### src/rtl/flag_pkg.sv
// flag_pkg
// Shared types for the ALU flag path: the 4-bit condition code encoding,
// the NZCV flag struct, the result register state, and the condition
// evaluation function used by cond_check.
package flag_pkg;

  typedef enum logic [3:0] {
    COND_EQ = 4'd0,
    COND_NE = 4'd1,
    COND_CS = 4'd2,
    COND_CC = 4'd3,
    COND_MI = 4'd4,
    COND_PL = 4'd5,
    COND_VS = 4'd6,
    COND_VC = 4'd7,
    COND_HI = 4'd8,
    COND_LS = 4'd9,
    COND_GE = 4'd10,
    COND_LT = 4'd11,
    COND_GT = 4'd12,
    COND_LE = 4'd13,
    COND_AL = 4'd14,
    COND_NV = 4'd15
  } cond_e;

  typedef struct packed {
    logic n;
    logic z;
    logic c;
    logic v;
  } flags_t;

  typedef enum logic {
    RES_EMPTY = 1'b0,
    RES_FULL  = 1'b1
  } res_state_e;

  function automatic logic cond_pass(cond_e cond, flags_t f);
    logic pass;
    pass = 1'b0;
    case (cond)
      COND_EQ: pass = f.z;
      COND_NE: pass = !f.z;
      COND_CS: pass = f.c;
      COND_CC: pass = !f.c;
      COND_MI: pass = f.n;
      COND_PL: pass = !f.n;
      COND_VS: pass = f.v;
      COND_VC: pass = !f.v;
      COND_HI: pass = f.c && !f.z;
      COND_LS: pass = !f.c || f.z;
      COND_GE: pass = (f.n == f.v);
      COND_LT: pass = (f.n != f.v);
      COND_GT: pass = !f.z && (f.n == f.v);
      COND_LE: pass = f.z || (f.n != f.v);
      COND_AL: pass = 1'b1;
      COND_NV: pass = 1'b0;
      default: pass = 1'b0;
    endcase
    return pass;
  endfunction

endpackage

### src/rtl/flag_eval_cond_check.sv
// cond_check
// Purely combinational evaluation of one condition code against a flag set.
// Ports:
//   i_cond  - condition code to evaluate
//   i_flags - flags to evaluate against
//   o_pass  - 1 when the condition holds
module cond_check
  import flag_pkg::*;
(
  input  cond_e  i_cond,
  input  flags_t i_flags,
  output logic   o_pass
);

  always_comb begin
    o_pass = cond_pass(i_cond, i_flags);
  end

endmodule

### src/rtl/flag_eval.sv
// flag_eval
// Holds the NZCV flag register written by the compare unit, counts
// flag-setting ops still in flight, and answers condition queries through a
// valid/ready handshake with a one-entry registered result.
// Ports:
//   i_clk, i_rst               - clock, synchronous active-high reset
//   i_issue                    - flag-setting op issued this cycle
//   i_wb_valid, i_wb_{n,z,c,v} - flag writeback from the compare unit
//   i_q_valid, o_q_ready, i_q_cond      - condition query handshake
//   o_r_valid, i_r_ready, o_r_taken, o_r_cond - result handshake
//   o_flags                    - flag register {N,Z,C,V}
//   o_issue_stall              - in-flight counter is full
//   o_err                      - sticky protocol error
module flag_eval
  import flag_pkg::*;
#(
  parameter int MAX_PENDING = 3
) (
  input  logic       i_clk,
  input  logic       i_rst,
  input  logic       i_issue,
  input  logic       i_wb_valid,
  input  logic       i_wb_n,
  input  logic       i_wb_z,
  input  logic       i_wb_c,
  input  logic       i_wb_v,
  input  logic       i_q_valid,
  output logic       o_q_ready,
  input  logic [3:0] i_q_cond,
  output logic       o_r_valid,
  input  logic       i_r_ready,
  output logic       o_r_taken,
  output logic [3:0] o_r_cond,
  output logic [3:0] o_flags,
  output logic       o_issue_stall,
  output logic       o_err
);

  localparam int CW = $clog2(MAX_PENDING + 1);
  localparam logic [CW-1:0] MAX_CNT = CW'(MAX_PENDING);
  localparam logic [CW-1:0] ONE_CNT = CW'(1);

  logic [CW-1:0] pending_q, pending_d;
  flags_t        flags_q, flags_d;
  res_state_e    state_q, state_d;
  logic          taken_q, taken_d;
  logic [3:0]    cond_q, cond_d;
  logic          err_q, err_d;

  flags_t wb_flags;
  flags_t flags_eff;
  logic   q_accept;
  logic   cond_ok;

  assign wb_flags  = '{n: i_wb_n, z: i_wb_z, c: i_wb_c, v: i_wb_v};
  // Same-cycle writeback bypasses the flag register for queries.
  assign flags_eff = i_wb_valid ? wb_flags : flags_q;

  cond_check u_cond_check (
    .i_cond  (cond_e'(i_q_cond)),
    .i_flags (flags_eff),
    .o_pass  (cond_ok)
  );

  // A query may only see final flags: nothing in flight, or the last op
  // completing this cycle. A same-cycle issue is younger and is ignored here.
  always_comb begin
    o_q_ready = ((pending_q == '0) || ((pending_q == ONE_CNT) && i_wb_valid))
                && ((state_q == RES_EMPTY) || i_r_ready);
    q_accept  = i_q_valid && o_q_ready;
  end

  // In-flight counter, flag register and sticky error.
  always_comb begin
    pending_d = pending_q;
    flags_d   = flags_q;
    err_d     = err_q;
    if (i_wb_valid) begin
      flags_d = wb_flags;
    end
    case ({i_issue, i_wb_valid})
      2'b10: begin
        if (pending_q == MAX_CNT) err_d = 1'b1;
        else                      pending_d = pending_q + ONE_CNT;
      end
      2'b01: begin
        if (pending_q == '0) err_d = 1'b1;
        else                 pending_d = pending_q - ONE_CNT;
      end
      default: pending_d = pending_q;
    endcase
  end

  // Result register: an accept always (re)loads it; otherwise a consumed
  // result empties it and an unconsumed one holds.
  always_comb begin
    state_d = state_q;
    taken_d = taken_q;
    cond_d  = cond_q;
    if (q_accept) begin
      state_d = RES_FULL;
      taken_d = cond_ok;
      cond_d  = i_q_cond;
    end else if ((state_q == RES_FULL) && i_r_ready) begin
      state_d = RES_EMPTY;
    end
  end

  always_ff @(posedge i_clk) begin
    if (i_rst) begin
      pending_q <= '0;
      flags_q   <= '0;
      state_q   <= RES_EMPTY;
      taken_q   <= 1'b0;
      cond_q    <= 4'd0;
      err_q     <= 1'b0;
    end else begin
      pending_q <= pending_d;
      flags_q   <= flags_d;
      state_q   <= state_d;
      taken_q   <= taken_d;
      cond_q    <= cond_d;
      err_q     <= err_d;
    end
  end

  assign o_r_valid     = (state_q == RES_FULL);
  assign o_r_taken     = taken_q;
  assign o_r_cond      = cond_q;
  assign o_flags       = flags_q;
  assign o_issue_stall = (pending_q == MAX_CNT);
  assign o_err         = err_q;

endmodule

### config.mk
export PLATFORM = sky130hd
export DESIGN_NAME = flag_eval
export DESIGN_NICKNAME = d
export VERILOG_FILES = /design/src/rtl/flag_pkg.sv /design/src/rtl/flag_eval_cond_check.sv /design/src/rtl/flag_eval.sv
export SDC_FILE = /design/constraint.sdc
export NUM_CORES = 1
export LEC_CHECK = 0
export ABC_AREA = 1
export ABC_CLOCK_PERIOD_IN_PS = 2400
export BUFFER_PORTS_ARGS = -buffer_cell sky130_fd_sc_hd__buf_2
export CELL_PAD_IN_SITES_DETAIL_PLACEMENT = 0
export CELL_PAD_IN_SITES_GLOBAL_PLACEMENT = 2
export CORE_MARGIN = 1.5
export CORE_UTILIZATION = 28
export CTS_CLUSTER_SIZE = 20
export DETAILED_ROUTE_END_ITERATION = 7
export HOLD_SLACK_MARGIN = 0.12
export PLACE_DENSITY = 0.78
export RECOVER_POWER = 50
export SLEW_MARGIN = 20
export SYNTH_ARGS = -nofsm -noshare
export SYNTH_HDL_FRONTEND = slang
export SYNTH_SLANG_ARGS = --single-unit
### constraint.sdc
create_clock -name i_clk -period 2.4 [get_ports i_clk]
set_input_delay 0.12 -clock i_clk [delete_from_list [all_inputs] [get_ports i_clk]]
set_output_delay 0.12 -clock i_clk [all_outputs]
set_load 0.01 [all_outputs]
==> key figures <==
Worst setup path
  • Top cell by count, worst path: sky130_fd_sc_hd__nand2_1
  • Startpoint type of the worst setup path: flop
  • Delay of the slowest critical-path stage: 0.34 ns
  • Category of the worst setup path capture point: flop
  • Data required time of the worst path: approximately 2.6 ns
  • Setup CP Type: flop to flop
  • Crit path max fanout: 7
  • Crit path max-delay cell type: sky130_fd_sc_hd__dfxtp_1
  • Crit-path cells: inv_1, ha_1, inv_1, nand2_1, nand2_1, inv_2, nand2_1, a31oi_1, nand2_1, a21oi_2
  • Data arrival time of the critical path: 1.66 ns

Die
  • Starting Density: 0.298
  • DIE HEIGHT: 60.5 um
  • Io pins: 27
  • Core region area: around 3100 um^2
  • Cell row count: 20
  • Die outline area: 3660 um^2
  • Horizontal extent of the die: just over 60 um

Power and ir drop
  • Leakage component of the power: around 0.59 nW
  • Total power density per cell area: around 500 nW/um^2
  • Clock network fraction of total power: 0.252
  • Fraction of power consumed by sequential logic: 0.441
  • Worst ir drop on vdd: 0.000220 V
  • Switching share of power: 0.354
  • Switch Pwr: roughly 0.20 mW
  • Pint: roughly 0.36 mW
  • Combinational share of power: 0.307

Flow run
  • Total of max-cap violations: 0

Placed design
  • Total cell area at the placement stage: around 1100 um^2
  • Final GP Congestion: about 0.75
  • Input/output buffers: 26
  • Estimated wirelength of the detail-placed design: 1.71 mm
  • Placement-stage worst setup slack: 0.956 ns

Route
  • Pre-Repair DR Iteration Count: 4
  • DR iter-0 viols: 36
  • Average routed wire per standard cell: 9.68 um
  • Count of nets left with antenna violations after detail routing: 0
  • Post-route DRC violation count: 0
  • Overall routed net length: slightly above 2 mm
  • Via density: between 4 and 5
  • Total number of vias: 873

STA
  • Unrepaired setup endpoints after global routing: false
  • Sum of negative setup slack: 0 ns
  • Slew headroom: 0.742
  • Count of endpoints failing setup in the final report: 0
  • Number of endpoints with negative hold slack in the final report: 0
  • Setup slack after layout: 0.953 ns
  • Shortest period the worst path allows: 1.45 ns
  • Max Clk Rate: 691 MHz
  • Actual slew at the worst max-slew pin: about 0.38 ns
  • Share of the clock period used by the worst path: 0.603
  • Final-report max-slew violation count: 0
  • Worst clock skew: roughly 0.0015 ns

Global route
  • Vias in the first global route: a little over 800
  • Remaining global-route overflow: 0
  • Global-route usage over all layers: 0.124
  • Pin count of the biggest net entering global routing: 13
  • Global-route wire length before repair: 3.47 mm
  • Number of antenna violations at the first check in global routing: 0

Cells and area
  • Seq. cell area: approximately 260 um^2
  • Post-route design area: approximately 1100 um^2
  • ANT cells: 0
  • Nets: roughly 190
  • Area occupied by multi-input gates: ~540 um^2
  • Fillcell total: roughly 380
  • Share of final-layout standard cells stronger than drive strength 1: 0.218
  • Layout overhead on the synthesized area: 19.4%

Clock network
  • Total clock buffers created by CTS: 3
  • Max clock buf depth: 2
  • Worst-skew pair later-pin latency: between 0.2 and 0.3 ns
  • Number of H-tree branching levels: 1
  • Clock input transition at the sequential cells of the worst setup and hold paths: around 0.09 ns
  • Clock tree root driver cell: sky130_fd_sc_hd__clkbuf_4
  • Clock tree from TritonCTS: yes
  • Clock sinks: 13
  • Post-CTS Setup Bufs: 0

Yosys
  • Synthesized flop and latch total: 13
  • Syn Nets: approximately 160
  • Unique cell type count in the Yosys netlist: 21
  • Number of instances in the synthesized netlist: 136
  • Synth warnings: 0
  • Syn avg cell area: 6.80 um^2
  • Sequential share of the synthesized area: 0.281
  • Cell area after synthesis: 925 um^2

Min path
  • Path class of the lowest-slack min-delay path: primary input to flop

Status
  • Run status: finished clean
-- final timing paths --
| check | to | startpoint | cells past startpoint | slack, ns |
|---|---|---|---|---|
| hold reg to reg | o_err$_SDFFE_PP0P_ | o_err$_SDFFE_PP0P_ | 2 | 0.46 |
| hold / removal | o_r_cond[3]$_SDFFE_PP0P_ | i_q_cond[3] | 3 | 0.15 |
| setup reg to reg | o_r_taken$_SDFFE_PP0P_ | pending_q[0]$_SDFFE_PP0P_ | 10 | 0.95 |
| setup / recovery | o_r_taken$_SDFFE_PP0P_ | pending_q[0]$_SDFFE_PP0P_ | 10 | 0.95 |
-- synthesized netlist by cell type, drive strengths merged --
cell | instances | share of area
a21oi | 12 | 0.069
clkbuf | 1 | 0.0041
dfxtp | 13 | 0.28
o21ai | 7 | 0.042
xor2 | 1 | 0.0095
a31oi | 1 | 0.0068
o21bai | 1 | 0.012
nor2 | 8 | 0.032
buf | 1 | 0.012
nand3 | 10 | 0.060
nand2 | 54 | 0.31
inv | 22 | 0.097
ha | 5 | 0.068
-- sequential cells by signal, summed over array words and instances, names as in the netlist --
signal and count:
o_err 1, o_r_valid 1, o_r_cond 4, o_flags 4, pending_q 2, o_r_taken 1
-- through the flow --
step           utilization  std cells  total power [mW]  hold WS (ns)
3_5_place_dp         0.353        204             0.431         0.410
6_report             0.356        209             0.557         0.146
5_1_grt              0.356        209             0.599         0.152
3_3_place_gp         0.353        204             0.430         0.405
4_1_cts              0.365        209             0.575         0.144
2_1_floorplan            -        136             0.376         0.189
-- cells in the final DEF, fill, tap and decap left out --
| master | count |
|---|---|
| sky130_fd_sc_hd__nand3_1 | 9 |
| sky130_fd_sc_hd__inv_8 | 1 |
| sky130_fd_sc_hd__o21ai_2 | 1 |
| sky130_fd_sc_hd__a31oi_1 | 1 |
| sky130_fd_sc_hd__clkbuf_4 | 3 |
| sky130_fd_sc_hd__dfxtp_1 | 13 |
| sky130_fd_sc_hd__clkbuf_1 | 9 |
| sky130_fd_sc_hd__nor2_1 | 8 |
| sky130_fd_sc_hd__o21ai_1 | 1 |
| sky130_fd_sc_hd__nand2_1 | 45 |
| sky130_fd_sc_hd__o21ai_0 | 5 |
| sky130_fd_sc_hd__o21bai_2 | 1 |
| sky130_fd_sc_hd__xor2_1 | 1 |
| sky130_fd_sc_hd__ha_1 | 5 |
| sky130_fd_sc_hd__nand2_4 | 8 |
| sky130_fd_sc_hd__clkinv_2 | 1 |
| sky130_fd_sc_hd__a21oi_2 | 1 |
| sky130_fd_sc_hd__inv_2 | 1 |
| sky130_fd_sc_hd__a21oi_1 | 11 |
| sky130_fd_sc_hd__nand2_2 | 1 |
| sky130_fd_sc_hd__inv_1 | 20 |
| sky130_fd_sc_hd__dlygate4sd3_1 | 1 |
| sky130_fd_sc_hd__nand3_2 | 1 |
| sky130_fd_sc_hd__buf_2 | 17 |
-- cell families after synthesis --
family,after synthesis,share of synthesized area
compound gates,21,0.130
xor+xnor,1,0.00947
fa+ha+maj,5,0.0677
flops,13,0.281
buf+inv,24,0.114
simple gates,72,0.398
-- layout make-up --
class,count,share of cell area
Timing Repair Buffer,27,0.117
Clock inverter,1,0.00454
Sequential cell,13,0.236
Multi-Input combinational cell,99,0.491
Clock buffer,3,0.0204
Inverter,22,0.0816
Tap cell,44,0.0499
-- power groups by stage --
stage	clock network, mW	logic [mW]	registers [mW]
after floorplan	0	0.119	0.257
after global placement	0	0.180	0.250
after detailed placement	0	0.180	0.251
after CTS	0.147	0.182	0.246
after global routing	0.154	0.197	0.248
final	0.141	0.171	0.246
-- critical path, delay by kind of cell (launching register included) --
family,cells,cell delay [ns]
and+or+nand+nor,4,0.38
DFF,1,0.34
adders and majority gates,1,0.14
buffers and inverters,3,0.23
AOI/OAI and AO/OA,2,0.29
-- metal layers --
layer  GRT usage  share of wire
met4      0.0280         0.0040
met5           0              0
met2       0.197           0.43
met1       0.171           0.51
met3      0.0299          0.056
-- timing repair --
item                                    CTS  global route
hold endpoints to repair                  1             0
endpoints found under the setup margin    0             0
gates resized for setup                   0             0
hold buffers                              1             0
(Power assumes the default switching activity.)
